$ cat config.mk
export PLATFORM = sky130hd
export DESIGN_NAME = trng_reader
export DESIGN_NICKNAME = d
export VERILOG_FILES = /design/src/rtl/trng_reader.sv
export SDC_FILE = /design/constraint.sdc
export NUM_CORES = 1
export LEC_CHECK = 0
export ABC_CLOCK_PERIOD_IN_PS = 2950
export BUFFER_PORTS_ARGS = -buffer_cell sky130_fd_sc_hd__buf_2
export CAP_MARGIN = 20
export CORE_UTILIZATION = 30
export DETAILED_ROUTE_END_ITERATION = 10
export SLEW_MARGIN = 20
export SYNTH_ARGS = -nofsm -noshare
export SYNTH_HDL_FRONTEND = slang
export SYNTH_SLANG_ARGS = --single-unit
$ cat constraint.sdc
create_clock -name clk -period 2.95 [get_ports clk]
set_input_delay 0.295 -clock clk [delete_from_list [all_inputs] [get_ports clk]]
set_output_delay 0.295 -clock clk [all_outputs]
set_load 0.01 [all_outputs]
$ cat src/rtl/trng_reader.sv
// Fetches eight 32-bit TRNG words, rejection-samples the 256-bit candidate
// against modulus P and presents accepted values on a valid/ready stream.
module trng_reader #(
    parameter logic [255:0] P = 256'hffffffff00000001000000000000000000000000ffffffffffffffffffffffff,
    parameter int unsigned TIMEOUT = 1024,
    parameter int unsigned CNT_W = 16
) (
    input  logic               clk,
    input  logic               rst,
    input  logic               enable,
    output logic               trng_en,
    output logic [2:0]         trng_addr,
    input  logic [31:0]        trng_data,
    input  logic               trng_rdy,
    output logic [255:0]       rnd_out,
    output logic               rnd_valid,
    input  logic               rnd_ready,
    output logic [CNT_W-1:0]   reject_cnt,
    output logic               err
);

    localparam int unsigned TMO_W = (TIMEOUT > 2) ? $clog2(TIMEOUT) : 1;

    localparam logic [2:0] IDLE  = 3'd0;
    localparam logic [2:0] REQ   = 3'd1;
    localparam logic [2:0] GAP   = 3'd2;
    localparam logic [2:0] CHECK = 3'd3;
    localparam logic [2:0] HOLD  = 3'd4;

    logic [2:0]       state_q, state_n;
    logic [2:0]       idx_q, idx_n;
    logic [TMO_W-1:0] tmo_q, tmo_n;
    logic             got_q, got_n;
    logic [255:0]     cand_q, cand_n;
    logic [255:0]     out_n;
    logic             valid_n;
    logic [CNT_W-1:0] rej_n;
    logic             err_n;
    logic             en_n;

    assign trng_addr = idx_q;

    // State and datapath registers
    always_ff @(posedge clk) begin
        if (rst) begin
            state_q    <= IDLE;
            idx_q      <= 3'd0;
            tmo_q      <= '0;
            got_q      <= 1'b0;
            cand_q     <= '0;
            rnd_out    <= '0;
            rnd_valid  <= 1'b0;
            reject_cnt <= '0;
            err        <= 1'b0;
            trng_en    <= 1'b0;
        end else begin
            state_q    <= state_n;
            idx_q      <= idx_n;
            tmo_q      <= tmo_n;
            got_q      <= got_n;
            cand_q     <= cand_n;
            rnd_out    <= out_n;
            rnd_valid  <= valid_n;
            reject_cnt <= rej_n;
            err        <= err_n;
            trng_en    <= en_n;
        end
    end

    // Next-state and next-register logic
    always_comb begin
        state_n = state_q;
        idx_n   = idx_q;
        tmo_n   = tmo_q;
        got_n   = got_q;
        cand_n  = cand_q;
        out_n   = rnd_out;
        valid_n = rnd_valid;
        rej_n   = reject_cnt;
        err_n   = err;

        case (state_q)
            IDLE: begin
                if (enable && !rnd_valid) begin
                    state_n = REQ;
                    idx_n   = 3'd0;
                    tmo_n   = '0;
                end
            end
            REQ: begin
                if (trng_rdy) begin
                    cand_n[{idx_q, 5'd0} +: 32] = trng_data;
                    tmo_n   = '0;
                    got_n   = 1'b1;
                    state_n = GAP;
                end else if (tmo_q == TMO_W'(TIMEOUT - 1)) begin
                    err_n   = 1'b1;
                    tmo_n   = '0;
                    got_n   = 1'b0;
                    state_n = GAP;
                end else begin
                    tmo_n = tmo_q + TMO_W'(1);
                end
            end
            GAP: begin
                // A timed-out word is re-requested at the same index
                if (!got_q) begin
                    state_n = REQ;
                end else if (idx_q == 3'd7) begin
                    state_n = CHECK;
                end else begin
                    idx_n   = idx_q + 3'd1;
                    state_n = REQ;
                end
            end
            CHECK: begin
                if (cand_q < P) begin
                    out_n   = cand_q;
                    valid_n = 1'b1;
                    state_n = HOLD;
                end else begin
                    if (reject_cnt != {CNT_W{1'b1}}) begin
                        rej_n = reject_cnt + CNT_W'(1);
                    end
                    idx_n   = 3'd0;
                    tmo_n   = '0;
                    state_n = REQ;
                end
            end
            HOLD: begin
                if (rnd_ready) begin
                    valid_n = 1'b0;
                    state_n = IDLE;
                end
            end
            default: begin
                state_n = IDLE;
            end
        endcase

        en_n = (state_n == REQ);
    end

endmodule

# After elaboration in Yosys (flattened, before gate mapping)
# Cells that the tools add are included.
dict set report word_totals {
  wordCells 72
  register_bits 548
  out_inout_bits 278
}
dict set report op_classes {
  reduce_logical 15
  eq_ne 14
  mux 24
  add_sub_neg 4
  n_lt_le_gt_ge 1
  n_bitwise 2
  shift 2
}
# op count
set op_table {}
lappend op_table {{$bwmux 256} 1}
lappend op_table {{$lt 256x256->1 const B} 1}
lappend op_table {{$shift 32x10->256 const A} 1}
lappend op_table {{$shiftx 32x10->256} 1}
lappend op_table {{$mux 10} 4}
lappend op_table {{$pmux 10 s3} 1}
lappend op_table {{$mux 3} 9}
lappend op_table {{$add 16x1->16 const B} 1}
lappend op_table {{$ne 16x16->1 const B} 1}
lappend op_table {{$pmux 3 s5} 1}
lappend op_table {{$ne 2x2->1 const B} 6}
lappend op_table {{$reduce_and 3->1} 4}
lappend op_table {{$add 10x1->10 const B} 1}
lappend op_table {{$eq 10x10->1 const B} 1}
lappend op_table {{$neg 8->10} 1}
lappend op_table {{$pmux 3 s3} 1}
lappend op_table {{$eq 3x1->1 const B} 2}
lappend op_table {{$eq 3x2->1 const B} 2}
lappend op_table {{$eq 3x3->1 const B} 2}
lappend op_table {{$reduce_and 2->1} 3}
lappend op_table {{$reduce_bool 3->1} 2}
lappend op_table {{$reduce_and 5->1} 1}
lappend op_table {{$mux 1} 4}
lappend op_table {{$mux 2} 2}
lappend op_table {{7 further kinds} 9}

# Depth between registers and ports, before layout
# Gate-level depths: netlist of run 1.
dict set report depth {
  word_depth 5
  ltp_mapped 10
}

# Worst setup path before layout of run 1
# OpenSTA, ideal clock, no wires.
dict set report synth_timing {
  path_type {reg2reg}
  startpoint {register idx_q[0], in the netlist trng_addr[0]}
  endpoint {register cand_q[36]}
  arrival_time_ps 2047
  setup_time_ps 128
  path_buffers 1
  required_time_ps 2822
  slack_ps 776
  path_stages_with_launch 10
  path_cell_list {dfxtp_1 > inv_1 > ha_1 > ha_1 > nor3b_2 > nand2_1 > clkbuf_1 > nor2_1 > a21oi_1 > nor2_1}
}
dict set report synth_between {
  elab_chain_cells 3
  elab_cells_between_ends 4
}
# item line_no
set synth_lines {}
lappend synth_lines {{start: declaration} 31} ;# logic [2:0] idx_q, idx_n;
lappend synth_lines {{start signal: assignment} 58} ;# idx_q <= idx_n;
lappend synth_lines {{$neg 8->10 *} 92} ;# cand_n[{idx_q, 5'd0} +: 32] = trng_data;
lappend synth_lines {{$shiftx 32x10->256 / $shift 32x10->256 (equally long branches)} 92}
lappend synth_lines {{$bwmux 256 *} 92}
lappend synth_lines {{end signal: assignment} 61} ;# cand_q <= cand_n;
lappend synth_lines {{end: declaration} 34} ;# logic [255:0] cand_q, cand_n;
# Every way passes the cells marked *; elsewhere a longest branch is shown, timed or not.
# A chain may end at the register's enable or synchronous reset.

# Worst setup path after layout of run 1
dict set report layout_timing {
  startpoint {register cand_q[9]}
  endpoint {register reject_cnt[9]}
}
dict set report layout_between {
  elab_chain_cells 3
}
# item line_no
set layout_lines {}
lappend layout_lines {{$lt 256x256->1} 117} ;# if (cand_q < P) begin
lappend layout_lines {{$not 1->1 (no line)} n/a}
lappend layout_lines {{$reduce_and 3->1 (no line)} n/a}
lappend layout_lines {{end signal: assignment} 64} ;# reject_cnt <= rej_n;
lappend layout_lines {{end: declaration} 18} ;# output logic [CNT_W-1:0] reject_cnt,
# No other way between the ends.

==> metrics, run 1 <==
Post-synth top flop=dfxtp_1; r2r startpoint=cand_q[9]; most frequent cells in the layout=dfxtp_1, nor2_1, buf_2, mux2i_1, nand2_1; Worst R2R Path Depth=11; layout cells sized above 1=22.0%; largest family of logic cells by synthesized area=simple AND/OR/NAND/NOR gates; worst setup path class=reg -> reg; Core Footprint=between 60000 and 70000 um^2; worst endpoint data arrival time=3450 ps; adder-cell share of the synthesized area=0.539%; CP delay by family, top=simple AND/OR/NAND/NOR gates; top area cells in the synthesized netlist=dfxtp_1, mux2i_1, nor2_1; Netlist Area Pre-Place=20900 um^2; Crit path largest cell delay=400 ps; setup tns final=-0.534 ps; mux contribution to synthesized area=between 10% and 20%; CP Launch Type=flop; CTS tree=done; Bufs on Longest Clock Path=3; post-DP HPWL=48800 um; YS warnings=0; Final ANT Viol Nets=0; DR iter-0 viols=1594; overall power=between 0.015 and 0.02 W; largest net degree at the start of global routing=189; Final setup viols=1; Unique masters post-synth=50; Diodes inserted=0; relative slew slack=38.8%; number of global-route vias before repair=between 15000 and 20000; Cell Pwr Density=roughly 590 nW/um^2; final period utilization=100%; post-synth top area cell=dfxtp_1; first-pass GRT wire length=106000 um; vias per cell=4.84; Worst Path Buf+Inv=4; failing checks=setup timing; Max Cap Viol=0; Avg Cell Area, Syn=9.15 um^2; cell row count=96; Final Wtd Congestion=0.835; CP Capture Type=flop; Total Die Area=70700 um^2; Critical path origin=cand_q[9]; Synth Instances=2285; EDFF count, synth=0; Clk Latency, worst-skew pair=~630 ps; RSZ-0062 raised after global routing=true; Worst VDD drop=around 0.00046 V; Seq/Total Area, Yosys=52.5%; Max H-tree Level=2; Fmax=339 MHz; clock skew=around 26 ps; Layout area overhead=25.0%; CP Data Required Time=3450 ps; initial antenna violation count=2; xor/xnor cell area share of the yosys netlist=0%; Pleak=about 10 nW; Final Hold Viols=0; DRC Markers=0; FF-to-FF setup slack=-0.5 ps; WP depth=11; total gr overflow=0; Synth Area in Compound Gates=7.17%; Yosys reg bits=548; wire per inst=20.6 um; drt pass-1 iters=5; CTS Buf Count=60; measured slew at the worst slew-check pin=918 ps; IO Port Bufs=314; drt total wl=74300 um; clock root buffer=clkbuf_16; Clock Sinks=548; Post-synth ARST share=0%; fin nets=2674; Chip Width=266 um; reg-to-reg endpoint=reject_cnt[9]; clock-pin slew on the worst setup and hold paths=60 ps; Vias=17500; Net Count, Synth=2331; # IOs=315; CP max stage cell=dfxtp_1; GRT Resource Usage Total=20.0%; most common cell after layout, fill and taps aside=dfxtp_1; Tightest Hold Check Type=in -> reg; Max Slew Vio Count=0; die height=266 um; Starting Density=30.4%; Worst Slack Setup Final=-0.534 ps; Synth Area in Simple Gates=between 20% and 30%; CP Cell Sequence=nand4_1, nor4_1, buf_4, nand4_1, buf_4, o211ai_4, buf_6, nand4_4, buf_12, nor4_2, mux2_2; CP Capture Point=reject_cnt[9]; post-layout minimum cycle time=a little under 3000 ps; status=finished with violations; Synth top area share=52.5%; worst-path maximum fanout=8
[worst min path at each step]
stage	endpoint	slack, ps	start	cells past startpoint
floorplan	cand_q[128]	430	trng_data[0]	2
global placement	cand_q[103]	460	cand_q[103]	2
detailed placement	err	460	err	2
CTS	cand_q[30]	1	rst	2
global route	cand_q[30]	30	rst	2
finish	reject_cnt[6]	40	rst	2
[cells in the mapped netlist, types with 4 or more instances]
library cell,n
and2_1,5
buf_12,22
nor2_1,441
or4_1,7
nor3b_1,6
a311oi_1,4
clkbuf_1,112
nor2b_1,10
buf_2,23
nand2_1,250
o31ai_1,6
nor4_1,46
nor3_1,9
mux2_2,7
ha_1,9
and3_1,10
a21oi_1,242
mux2i_1,288
dfxtp_1,548
nand4_1,44
inv_1,7
nand3_1,138
o21ai_0,10
[timing repair]
action	4_1_cts	5_1_grt
setup endpoints to repair	14	242
hold endpoints to repair	2	0
gates resized for setup	8	31
setup buffers	2	8
hold buffers	1	0
gates cloned	0	6
pin swaps	5	12
[cells by family after synthesis]
group / after synthesis
fa+ha+maj: 9
mux: 295
flops: 548
simple gates: 982
compound gates: 280
buf+inv: 171
[stage by stage]
| step | worst slack (ps) | cell area (um^2) | util, % | hold WS [ps] | instances |
|---|---|---|---|---|---|
| after CTS | 2.53 | 25800 | 37.5 | 1.10 | 3594 |
| after floorplan | 776 | 20900 | - | 431 | 2285 |
| after global routing | -98.7 | 26100 | 38.0 | 29.3 | 3607 |
| after detailed placement | -265 | 23800 | 34.6 | 459 | 3481 |
| final | -0.534 | 26100 | 38.0 | 44.1 | 3607 |
| after global placement | -324 | 23800 | 34.6 | 460 | 3481 |
[power breakdown]
group / switching [W] / leakage, nW / internal, W
Sequential: 0.0000206 / 4.42 / 0.00742
Combinational: 0.000391 / 4.71 / 0.000115
Clock: 0.00312 / 0.954 / 0.00424
Total: 0.00353 / 10.1 / 0.0118
[registers in the layout (all words and copies together), names as in the netlist]
register    flops
cand_q        256
state_q         3
trng_addr       3
rnd_out       256
trng_en         1
rnd_valid       1
err             1
reject_cnt     16
got_q           1
tmo_q          10
[area by class of cell]
| cell class | count | area [um^2] |
|---|---|---|
| Inverter | 7 | 26.3 |
| Multi-Input combinational cell | 1566 | 9040 |
| Fill cell | 7049 | 42600 |
| Tap cell | 931 | 1160 |
| Clock inverter | 21 | 151 |
| Timing Repair Buffer | 445 | 2990 |
| Sequential cell | 548 | 11000 |
| Clock buffer | 89 | 1780 |
[metal layers]
layer | global-route usage (%) | vias to the layer above | routed length (um)
li1 | - | 8527 | -
met1 | 28.1 | 8263 | 34100
met2 | 30.2 | 558 | 32400
met3 | 4.52 | 124 | 5550
met4 | 6.52 | 0 | 2260
met5 | 0 | - | 0
Power figures use the tool's default switching activity.
==> run 2: changes to the inputs <==
--- a/config.mk
+++ b/config.mk
@@ -5,11 +5,16 @@
 export SDC_FILE = /design/constraint.sdc
 export NUM_CORES = 1
 export LEC_CHECK = 0
+export ABC_AREA = 1
 export ABC_CLOCK_PERIOD_IN_PS = 2950
 export BUFFER_PORTS_ARGS = -buffer_cell sky130_fd_sc_hd__buf_2
 export CAP_MARGIN = 20
+export CELL_PAD_IN_SITES_DETAIL_PLACEMENT = 1
+export CELL_PAD_IN_SITES_GLOBAL_PLACEMENT = 1
 export CORE_UTILIZATION = 30
 export DETAILED_ROUTE_END_ITERATION = 10
+export PLACE_DENSITY_LB_ADDON = 0.1
+export SKIP_LAST_GASP = 1
 export SLEW_MARGIN = 20
 export SYNTH_ARGS = -nofsm -noshare
 export SYNTH_HDL_FRONTEND = slang
==> metrics, run 2 <==
worst setup path class=reg -> reg (unchanged); Pleak=11.2 nW (was 10.1 nW); Unique masters post-synth=37 (was 50); CP Data Required Time=3480 ps (was 3450 ps); wire per inst=19.9 um (was 20.6 um); vias per cell=4.83 (was 4.84); RSZ-0062 raised after global routing=false (was true); CP Cell Sequence=nand2_1, nor2_1, nand2_1, nor2_1, nand2_1, nor2_1, nand2_1, nand2_1, nand2_1, nand3_4, buf_4, buf_12, o21ai_0, a21oi_1 (was nand4_1, nor4_1, buf_4, nand4_1, buf_4, o211ai_4, buf_6, nand4_4, buf_12, nor4_2, mux2_2); hold_buf cts=1 (unchanged); Switching Share=24.5% (was 23.1%); Max H-tree Level=3 (was 2); Final Wtd Congestion=0.821 (was 0.835); post-CTS resize count=0 (was 8); Yosys reg bits=548 (unchanged); Comb power frac=6.1% (was 3.3%); # IOs=315 (unchanged); Worst path most repeated cell=nand2_1; Total Die Area=72800 um^2 (was 70700 um^2); Max Cap Viol=0 (unchanged); post-synth top area cell=dfxtp_1 (unchanged); Avg Cell Area, Syn=7.48 um^2 (was 9.15 um^2); clock power share=48.9% (was 48.1%); Final ANT Viol Nets=0 (unchanged); Crit path largest cell delay=390 ps (was 400 ps); fin nets=3169 (was 2674); Post-synth ARST share=0% (unchanged); mux contribution to synthesized area=0% (was 14.2%); final std cells w/o fill=4110 (was 3607); drt pass-1 iters=5 (unchanged); Synth top area share=51.0% (was 52.5%); clock skew=23.4 ps (was 25.8 ps); GRT Resource Usage Total=22.0% (was 20.0%); Max Slew Vio Count=0 (unchanged); Fmax=364 MHz (was 339 MHz); CTS Buf Count=66 (was 60); count leader, synth=dfxtp_1 (unchanged); YS warnings=0 (unchanged); setup tns final=0 ps (was -0.534 ps); r2r startpoint=cand_q[80] (was cand_q[9]); post-DP HPWL=57400 um (was 48800 um); CTS tree=done (unchanged); EDFF count, synth=0 (unchanged); CP max stage cell=dfxtp_1 (unchanged); Int Pwr=0.0127 W (was 0.0118 W); number of fill cells=8533 (was 7049); Bufs on Longest Clock Path=3 (unchanged); Vias=19900 (was 17500); clock root buffer=clkbuf_16 (unchanged); xor/xnor cell area share of the yosys netlist=0.692% (was 0%); CP Launch Type=flop (unchanged); most frequent cells in the layout=dfxtp_1, nor2_1, o21ai_0, inv_1, a21oi_1 (was dfxtp_1, nor2_1, buf_2, mux2i_1, nand2_1); initial antenna violation count=2 (unchanged); number of global-route vias before repair=20200 (was 16100); Hold Startpoint=trng_data[1] (was rst); most common cell after layout, fill and taps aside=dfxtp_1 (unchanged); placed insts=3994 (was 3481); Net Count, Synth=2925 (was 2331); reg-to-reg endpoint=rnd_out[110] (was reject_cnt[9]); Clk Latency, worst-skew pair=600 ps (was 630 ps); Starting Density=30.5% (was 30.4%); Worst VDD drop=0.000288 V (was 0.000463 V); Final Hold Viols=0 (unchanged); cell row count=97 (was 96); Core Footprint=70500 um^2 (was 68700 um^2); status=completed (was finished with violations); Worst Path Buf+Inv=2 (was 4); DR iter-0 viols=1182 (was 1594); Synth Instances=2879 (was 2285); relative slew slack=50.1% (was 38.8%); Seq/Total Area, Yosys=51.0% (was 52.5%); top area cells in the synthesized netlist=dfxtp_1, o21ai_0, nor2_1 (was dfxtp_1, mux2i_1, nor2_1); largest net degree at the start of global routing=125 (was 189); measured slew at the worst slew-check pin=748 ps (was 918 ps); Synth Area in Simple Gates=17.0% (was 20.5%); Synth Area in Compound Gates=20.9% (was 7.17%); Post-synth top flop=dfxtp_1 (unchanged); CP Capture Type=flop (unchanged); DRC Markers=0 (unchanged); Clock Sinks=548 (unchanged); first-pass GRT wire length=123000 um (was 106000 um); Tightest Hold Check Type=in -> reg (unchanged); post-layout minimum cycle time=2750 ps (was 2950 ps); overall power=0.0168 W (was 0.0153 W); CP delay by family, top=simple AND/OR/NAND/NOR gates (unchanged); post-CTS setup buffers=0 (was 2); adder-cell share of the synthesized area=0.523% (was 0.539%); IO Port Bufs=314 (unchanged); WP depth=14 (was 11); Post-synth top cells=dfxtp_1, nor2_1, o21ai_0 (was dfxtp_1, nor2_1, mux2i_1); Netlist Area Pre-Place=21500 um^2 (was 20900 um^2); worst-path maximum fanout=46 (was 8); final period utilization=93.1% (was 100%); Largest regs=cand_q x256, rnd_out x256, reject_cnt x16 (unchanged); Critical path origin=cand_q[80] (was cand_q[9]); Flop pwr share=44.9% (was 48.6%); clock-pin slew on the worst setup and hold paths=60 ps (about the same); largest family of logic cells by synthesized area=compound AO/OA/AOI/OAI gates (was simple AND/OR/NAND/NOR gates); Chip Width=270 um (was 266 um); Worst R2R Path Depth=14 (was 11); CP Capture Point=rnd_out[110] (was reject_cnt[9]); worst endpoint data arrival time=3270 ps (was 3450 ps); Sw Pwr=0.00411 W (was 0.00353 W); total gr overflow=0 (unchanged); layout cells sized above 1=15.4% (was 22.0%); FF-to-FF setup slack=200 ps (was -0.5 ps); die height=270 um (was 266 um); Final setup viols=0 (was 1); drt total wl=81600 um (was 74300 um); Cell Pwr Density=640 nW/um^2 (was 586 nW/um^2); Layout area overhead=21.9% (was 25.0%)
==> run 2: cell types whose count changed after synthesis, moves of 21 or more <==
cell | previous run | this run
o21ai_0 | 10 | 458
inv_1 | 7 | 358
mux2i_1 | 288 | 0
a21oi_1 | 242 | 357
nand3_1 | 138 | 31
nor2_1 | 441 | 536
nand2_1 | 250 | 187
nor3_1 | 9 | 70
nor4_1 | 46 | 3
clkbuf_1 | 112 | 145
o21ai_1 | 0 | 33
buf_12 | 22 | 0
a211oi_1 | 2 | 23
==> run 2: area by class of cell <==
type	count	area [um^2]	area share [%]
antenna	1	2.50	0.00953
clock buffer	103	2030	7.72
clock inverter	11	134	0.510
inverter	368	1390	5.30
multi-input combinational	1777	8440	32.1
sequential	548	11000	41.8
tap	940	1180	4.48
timing repair buffer	362	2110	8.04
==> run 2: worst reg2reg max path, cell delays in order (launching register included) <==
cell	delay [ps]
dfxtp_1	390
nand2_1	70
nor2_1	110
nand2_1	140
nor2_1	280
nand2_1	150
nor2_1	100
nand2_1	160
nand2_1	190
nand2_1	140
nand3_4	140
buf_4	240
buf_12	230
o21ai_0	180
a21oi_1	150
==> run 2: power groups by stage <==
stage / sequential (W) / clock [W] / combinational, W
floorplan: 0.00772 / 0 / 0.000575
global placement: 0.00771 / 0 / 0.00102
detailed placement: 0.00772 / 0 / 0.00103
CTS: 0.00755 / 0.00846 / 0.00104
global route: 0.00756 / 0.00876 / 0.00111
finish: 0.00756 / 0.00823 / 0.00103
==> run 2: worst min-delay path by stage <==
stage / endpoint / slack (ps) / depth (start not counted)
2_1_floorplan: got_q / 450 / 2
3_3_place_gp: rnd_out[27] / 430 / 2
3_5_place_dp: rnd_out[125] / 430 / 2
4_1_cts: state_q[2] / 2 / 3
5_1_grt: state_q[2] / 30 / 3
6_report: cand_q[1] / 30 / 3
==> run 2: through the flow <==
step                hold WS, ps  setup slack, ps  area (um^2)  util [%]
finish                     30.1              203        26200      37.2
detailed placement          433             75.9        24100      34.1
global placement            432              120        24100      34.1
CTS                        2.11             47.6        26200      37.2
global route               31.2             9.74        26200      37.2
floorplan                   449              261        21500         -
==> run 2: cell families (layout without fill, tap and decap cells) <==
group | after synthesis | count (layout)
fa+ha+maj | 9 | 9
flops | 548 | 548
xor+xnor | 17 | 17
compound gates | 878 | 878
other cells | 0 | 1
buf+inv | 554 | 844
simple gates | 873 | 873
==> run 2: routing by layer <==
metal / up-vias / track usage (%) / share of wire [%] / wire length [um]
li1: 9781 / - / - / -
met1: 9603 / 28.7 / 46 / 37500
met2: 370 / 37.1 / 48 / 38900
met3: 107 / 3.33 / 3.8 / 3120
met4: 2 / 6.82 / 2.6 / 2090
met5: - / 0 / 0.0037 / 3
